File: src/rtl/fu_wb_port.sv
// Functional-unit writeback port: in-order result FIFO driving a chained ROB bus and CDB.
// Optional same-cycle bypass of an incoming result when the FIFO is empty: define FU_WB_BYPASS_EN.

package fu_wb_port_pkg;
    typedef struct packed {
        logic [3:0] robid;
        logic [7:0] flags;
        logic [7:0] wbs;
        logic [7:0] value;
    } wb_entry_t;
endpackage

module fu_wb_port
    import fu_wb_port_pkg::*;
#(
    parameter int unsigned DEPTH = 2
) (
    input  logic       clk,
    input  logic       rst,
    input  logic       res_valid,
    output logic       res_ready,
    input  logic [3:0] res_robid,
    input  logic [7:0] res_flags,
    input  logic [7:0] res_wbs,
    input  logic [7:0] res_value,
    input  logic       rob_transmit_in,
    output logic       rob_transmit_out,
    output logic [7:0] robid_out,
    output logic [7:0] flags_out,
    output logic [7:0] wbs_out,
    output logic [7:0] value_out,
    input  logic       cdb_transmit_in,
    output logic       cdb_transmit_out,
    output logic [3:0] cdb_id,
    output logic [7:0] cdb_val,
    output logic       busy,
    output logic       overflow_err,
    output logic [7:0] stall_cycles
);

    localparam int unsigned AW = $clog2(DEPTH);
    localparam int unsigned PW = AW + 1;

    logic [PW-1:0] wr_ptr_q, wr_ptr_d;
    logic [PW-1:0] rd_ptr_q, rd_ptr_d;
    logic          ovf_q, ovf_d;
    logic [7:0]    stall_q, stall_d;
    wb_entry_t     mem_q [DEPTH];

    wb_entry_t in_entry;
    wb_entry_t head;
    wb_entry_t drv_entry;
    logic      empty;
    logic      full;
    logic      fifo_drive;
    logic      drive;
    logic      push;
    logic      bcast;

    assign in_entry = '{robid: res_robid, flags: res_flags, wbs: res_wbs, value: res_value};
    assign head     = mem_q[rd_ptr_q[AW-1:0]];

    // Extra pointer bit separates full (MSBs differ) from empty (pointers equal).
    assign empty = (wr_ptr_q == rd_ptr_q);
    assign full  = (wr_ptr_q[AW] != rd_ptr_q[AW]) && (wr_ptr_q[AW-1:0] == rd_ptr_q[AW-1:0]);

    assign busy      = full;
    assign res_ready = ~full;

    // rst gates the local drive so outputs fall immediately, ahead of the pointer clear.
    assign fifo_drive = rst & ~empty & ~rob_transmit_in;

`ifdef FU_WB_BYPASS_EN
    logic bypass;
    assign bypass    = rst & empty & res_valid & ~rob_transmit_in;
    assign drive     = fifo_drive | bypass;
    assign drv_entry = bypass ? in_entry : head;
    assign push      = res_valid & res_ready & ~bypass;
`else
    assign drive     = fifo_drive;
    assign drv_entry = head;
    assign push      = res_valid & res_ready;
`endif

    always_comb begin
        wr_ptr_d = wr_ptr_q;
        rd_ptr_d = rd_ptr_q;
        ovf_d    = ovf_q;
        stall_d  = stall_q;
        if (push) begin
            wr_ptr_d = wr_ptr_q + PW'(1);
        end
        if (fifo_drive) begin
            rd_ptr_d = rd_ptr_q + PW'(1);
        end
        if (res_valid && full) begin
            ovf_d = 1'b1;
        end
        if (!empty && rob_transmit_in && (stall_q != 8'hFF)) begin
            stall_d = stall_q + 8'd1;
        end
    end

    always_ff @(posedge clk or negedge rst) begin
        if (!rst) begin
            wr_ptr_q <= '0;
            rd_ptr_q <= '0;
            ovf_q    <= 1'b0;
            stall_q  <= '0;
        end else begin
            wr_ptr_q <= wr_ptr_d;
            rd_ptr_q <= rd_ptr_d;
            ovf_q    <= ovf_d;
            stall_q  <= stall_d;
        end
    end

    // Payload storage needs no reset; validity lives entirely in the pointers.
    always_ff @(posedge clk) begin
        if (push) begin
            mem_q[wr_ptr_q[AW-1:0]] <= in_entry;
        end
    end

    assign bcast = drive & drv_entry.flags[1];

    assign rob_transmit_out = rob_transmit_in | drive;
    assign robid_out        = drive ? {4'b0000, drv_entry.robid} : 8'h00;
    assign flags_out        = drive ? drv_entry.flags : 8'h00;
    assign wbs_out          = drive ? drv_entry.wbs   : 8'h00;
    assign value_out        = drive ? drv_entry.value : 8'h00;

    assign cdb_transmit_out = cdb_transmit_in | bcast;
    assign cdb_id           = bcast ? drv_entry.wbs[3:0] : 4'h0;
    assign cdb_val          = bcast ? drv_entry.value    : 8'h00;

    assign overflow_err = ovf_q;
    assign stall_cycles = stall_q;

endmodule
File: config.mk
export PLATFORM = sky130hd
export DESIGN_NAME = fu_wb_port
export DESIGN_NICKNAME = d
export VERILOG_FILES = /design/src/rtl/fu_wb_port.sv
export SDC_FILE = /design/constraint.sdc
export NUM_CORES = 1
export LEC_CHECK = 0
export ABC_AREA = 0
export CORE_ASPECT_RATIO = 1.5
export CORE_MARGIN = 2
export CORE_UTILIZATION = 42
export DETAILED_ROUTE_END_ITERATION = 16
export PLACE_DENSITY = 0.75
export SETUP_SLACK_MARGIN = 0.15
export SLEW_MARGIN = 5
export SYNTH_ARGS = -nofsm -noshare
export SYNTH_HDL_FRONTEND = slang
export SYNTH_SLANG_ARGS = --single-unit
File: constraint.sdc
create_clock -name clk -period 2.7 [get_ports clk]
set_clock_uncertainty 0.2 [all_clocks]
set_input_delay 0.27 -clock clk [delete_from_list [all_inputs] [get_ports clk]]
set_output_delay 0.27 -clock clk [all_outputs]
set_load 0.03 [all_outputs]
== Yosys cells after proc, flatten, opt, wreduce, memory -nomap -nowiden ==
Memory sizes are Yosys's and may differ from the RTL's.
Cells that the tools add are included.
W data, S select, Z words.

* RAM bits: 56
* Word-level logic and storage cells: 34
* Bits in registers: 13
* Bits of input ports: 33
* Memories kept: 1

* Multiplexer cells: 8
* $add $sub $neg: 3
* Bitwise operators: 9
* Reduce and logical (&&, ||, !) cells: 5
* Equal/unequal tests: 4

{| class="wikitable"
|+ Memories
! name !! depth !! width !! read ports !! clocked after memory_dff !! write ports !! RTL line !! RTL
|-
| mem_q || 2 || 28 || 1 || 0 || 1 || 48 || <nowiki>wb_entry_t mem_q [DEPTH];</nowiki>
|}

{| class="wikitable"
|+ Operators by type and width
! cell !! number
|-
| $mux W8 || 4
|-
| $add A8 B1 Y8 const B || 1
|-
| $mux W4 || 2
|-
| $ne A8 B8 Y1 const B || 1
|-
| $add A2 B1 Y2 const B || 2
|-
| $and A1 B1 Y1 || 4
|-
| $logic_and A1 B1 Y1 || 4
|-
| $not A1 Y1 || 3
|-
| $eq A2 B2 Y1 || 1
|-
| $mux W1 || 2
|-
| $or A1 B1 Y1 || 2
|-
| $eq A1 B1 Y1 || 1
|-
| $logic_not A1 Y1 || 1
|-
| $ne A1 B1 Y1 || 1
|}

== Depth between registers and ports, before layout ==
* Depth after elaboration: 6
* Mapped depth: 6
* Mapped depth without buffers: 5

== Worst setup path after synthesis ==
No wires, ideal clock.

* Path type: register to register
* From: register rd_ptr_q[1]
* To: memory mem_q[0][0] (netlist bit), enable pin
* Buffers on the path: 0
* Required time: 2087 ps
* Setup time: 413 ps
* Slack: -354 ps
* Data arrival time: 2441 ps
* Clock period less this slack: 3054 ps
* Stages on the path, launching flop included: 5
* Cell sequence: dfrtp_1 > xnor2_1 > nand2b_1 > nand2_1 > nor2_1

* Word-level cells in the longest chain between the ends: 6

{| class="wikitable"
|+ RTL lines
! what !! RTL line !! RTL
|-
| from (decl) || 45 || <nowiki>logic [PW-1:0] rd_ptr_q, rd_ptr_d;</nowiki>
|-
| from (signal assigned) || 112 || <nowiki>rd_ptr_q <= rd_ptr_d;</nowiki>
|-
| $ne A1 B1 Y1 || 65 || <nowiki>assign full = (wr_ptr_q[AW] != rd_ptr_q[AW]) && (wr_ptr_q[AW-1:0] == rd_ptr_q[AW-1:0]);</nowiki>
|-
| $logic_and A1 B1 Y1 || 65 ||
|-
| $not A1 Y1 || 68 || <nowiki>assign res_ready = ~full;</nowiki>
|-
| named net res_ready || 21 || <nowiki>output logic res_ready,</nowiki>
|-
| $and A1 B1 Y1 || 82 || <nowiki>assign push = res_valid & res_ready;</nowiki>
|-
| $mux W1 || 120 || <nowiki>if (push) begin</nowiki>
|-
| $mux W1 (not written as such) || 121 || <nowiki>mem_q[wr_ptr_q[AW-1:0]] <= in_entry;</nowiki>
|-
| to (decl) || 48 ||
|}

The timed path passes the listed nets, and every way through them passes these cells.

== Final worst setup path ==
* From: register rd_ptr_q[0]
* To: output port flags_out[6]

* Word-level cells in the longest chain between the ends: 5
* Elaborated cells on any way between the ends: 6
* Classes of those cells: 1 x eq/ne; 1 x mux; 3 x bitwise; 1 x memory

{| class="wikitable"
|+ RTL lines
! what !! RTL line !! RTL
|-
| $eq A2 B2 Y1 || 64 || <nowiki>assign empty = (wr_ptr_q == rd_ptr_q);</nowiki>
|-
| $not A1 Y1 || 71 || <nowiki>assign fifo_drive = rst & ~empty & ~rob_transmit_in;</nowiki>
|-
| $and A1 B1 Y1 (2 in series) || 71 ||
|-
| $mux W8 (*) || 129 || <nowiki>assign flags_out = drive ? drv_entry.flags : 8'h00;</nowiki>
|-
| to (decl) || 29 || <nowiki>output logic [7:0] flags_out,</nowiki>
|}

Mark *: on every way between the ends. The rest lies on a longest branch, timed or not.

==> flow_summary.ini <==
[detailed_routing]
drtIter0Drc = 53
first_pass_iters = 4
drc = 0
postRouteAntennaNets = 0
drt_wl_total_mm = 6.07
viasPerCell = 4.99
vias = 1962
wl_per_cell_um = 15.4

[timing]
slew_violations = 0
finalSetupViolCount = 0
period_minus_slack_ns = 2.48
fin_crit_sh_pct = 91.9
clock.fmax_ghz = 0.403
rsz0062_at_grt = no
hold_viol_final = 0
setup_tns_ns = 0

[pwr]
pwr-share-comb_pct = 45.0
power_density_nw_per_um2 = 1140
switching_power_mw = 1.78
seqPwrFrac_pct = 37.7
p_int_mw = 2.78
p_leak_nw = 1.62
power.share.switching_pct = 39.1
ir_drop_mv = 0.560
clkPwrFrac_pct = 17.3

[worst_setup_path]
cp.arrival_ns = 2.01
crit_fanout = 12
critPathKind = register to output port
r2r_slack_ns = 0.64
required_ns = 2.23
worstSetupStartpointType = register
endpoint_kind = output port

[cells_and_area]
final_area_um2 = 4000
layout.nets = 344
areaGrowthSynthToFinish_pct = 33.7
drive_above_1_share_pct = 22.9
n_antenna_cell = 0
final.fill_count = 566
multi_input_area_um2 = 878
regArea_um2 = 2010

[clock_tree]
clk_pin_slew_ns = 0.07
htreeDepth = 3
root_buffer = clkbuf_8
clockBufferDepth = 2
cts_hold_buf = 0
cts_tree = done
clk-insertion-delay-late_ns = 0.34
numCtsBuffers = 9
cts.sinks = 69

[global_route]
antenna_found_initial = 0
grt.total_usage_pct = 16.4
grt-ovfl-total = 0
grt_pass1_wl_mm = 9.36
grt_max_degree = 30
grt_pass1_vias = 1948

[die]
start_util_pct = 43.4
row_count = 37
fp.dieH_um = 107
core_area_um2 = 6900
dieArea_um2 = 7830
die_w_um = 72.9
io_pins = 90

[run]
maxCapViolCount = 0

[place]
hpwl_mm = 4.24
placed_area_um2 = 3970
gp_congestion = 0.799
port_buffers = 85

[logic_synthesis]
synth.top_cell.area_share_pct = 56.2
synth_seq_area_share_pct = 67.1
synth_area_leaders = edfxtp_1 56%, dfrtp_1 11%, mux2i_1 9.0%, nor2_1 5.3%, a22oi_1 3.0%
synth_top_area_cell = edfxtp_1
synth_area_um2 = 2990
ys_async_sr_fraction_pct = 18.8
syn_area_per_cell_um2 = 14.0
synth_seq_cells = 69
yosys_warnings = 0
synth-edff-count = 56
ys_dominant_reg_cell = edfxtp_1
synth_cell_types = 37
synthCells = 214

[min_path]
hp-class = primary input to asynchronous set/reset pin

[outcome]
status = finished, final reports clean
-- layer usage --
metal	global-route usage [%]	share of wire, %	up-vias
met1	17.6	39	932
li1	-	-	962
met5	0	0	-
met2	29.0	55	59
met3	5.62	4.6	9
met4	6.35	1.7	0
-- worst max-delay path, stage by stage, from the launching register on --
cell and delay, ns:
dfrtp_2 0.49, xnor2_2 0.16, a211o_1 0.33, buf_4 0.21
nor2_1 0.11, clkdlybuf4s15_1 0.38
-- cells by family (layout without fill, tap and decap cells) --
kind of cell	Yosys count	after routing	share of synthesized area (%)
DFF	69	69	67.1
and+or+nand+nor	60	60	8.57
muxes	31	31	10.5
AOI/OAI and AO/OA	25	25	6.23
buffers and inverters	19	117	4.22
xor gates and xnor gates	8	8	2.84
adders and majority gates	1	1	0.418
other	1	4	0.125
-- layout by cell type, fill, tap and decap left out, drive strengths merged --
cell	Yosys	layout
dlygate4sd2	0	3
a31oi	2	2
mux2i	27	27
nor2	44	44
clkbuf	3	42
nand2	5	5
dfrtp	13	13
bufinv	0	1
nor2b	2	2
clkinvlp	0	1
clkdlybuf4s50	0	41
o31a	1	1
a21oi	3	3
a22oi	12	12
xor2	3	3
conb	1	4
a21o	1	1
mux2	4	4
o31ai	1	1
clkdlybuf4s15	0	7
edfxtp	56	56
a21boi	1	1
or2	2	2
inv	4	4
clkinv	0	3
and3	1	1
nand2b	1	1
o211ai	1	1
dlymetal6s2s	0	1
o21a	1	1
ha	1	1
a211o	1	1
nand3	1	1
buf	12	14
a41oi	1	1
nand4	3	3
and2	1	1
xnor2	5	5
-- state kept, by name, summed over array words and instances, names as in the netlist --
register,count
mem_q,56
wr_ptr_q,2
stall_cycles,8
rd_ptr_q,2
overflow_err,1
-- cell usage after synthesis, types with 4 or more instances --
library cell  count
edfxtp_1         56
nor2_1           42
mux2i_1          27
dfrtp_1          13
a22oi_1          12
buf_4             6
nand2_1           5
buf_6             4
inv_1             4
-- repair_timing --
item                       in CTS  in global routing
gates resized for setup        52                 61
setup endpoints to repair      41                 37
buffers inserted                0                  0
cloned                          0                  0
-- cell type report --
cell class              instances  share of cell area, %
flip-flops and latches         69                   50.2
clock buffers                  11                   3.28
clock inverters                 5                   1.31
repair buffers                 97                   20.5
well taps                      78                   2.44
inverters                       4                  0.375
multi-input cells             129                   21.9
-- final timing paths --
path,end,from,cells after the start
hold / removal,overflow_err,rst,2
setup / recovery,flags_out[6],rd_ptr_q[0],5
setup reg to reg,mem_q[0][22],rd_ptr_q[1],6
hold reg to reg,overflow_err,overflow_err,1
min in group clk,overflow_err,overflow_err,1
max in group asynchronous,rd_ptr_q[0],rst,2
-- power groups by stage --
stage	clock [mW]	combinational [mW]	sequential, mW
2_1_floorplan	0	1.31	1.78
3_3_place_gp	0	2.17	1.72
3_5_place_dp	0	2.19	1.74
4_1_cts	0.819	2.11	1.72
5_1_grt	0.858	2.21	1.75
6_report	0.791	2.05	1.72
-- stage by stage --
| step | utilization, % | power (mW) | std cells | worst slack [ns] | hold slack (ns) |
|---|---|---|---|---|---|
| 2_1_floorplan | - | 3.09 | 217 | 0.174 | -0.226 |
| 3_3_place_gp | 57.6 | 3.89 | 377 | 0.0417 | 0.244 |
| 3_5_place_dp | 57.6 | 3.94 | 377 | 0.0395 | 0.243 |
| 4_1_cts | 59.7 | 4.65 | 393 | 0.0830 | 0.0396 |
| 5_1_grt | 58.0 | 4.82 | 393 | 0.153 | 0.0585 |
| 6_report | 58.0 | 4.56 | 393 | 0.219 | 0.0575 |
(Power assumes the default switching activity.)
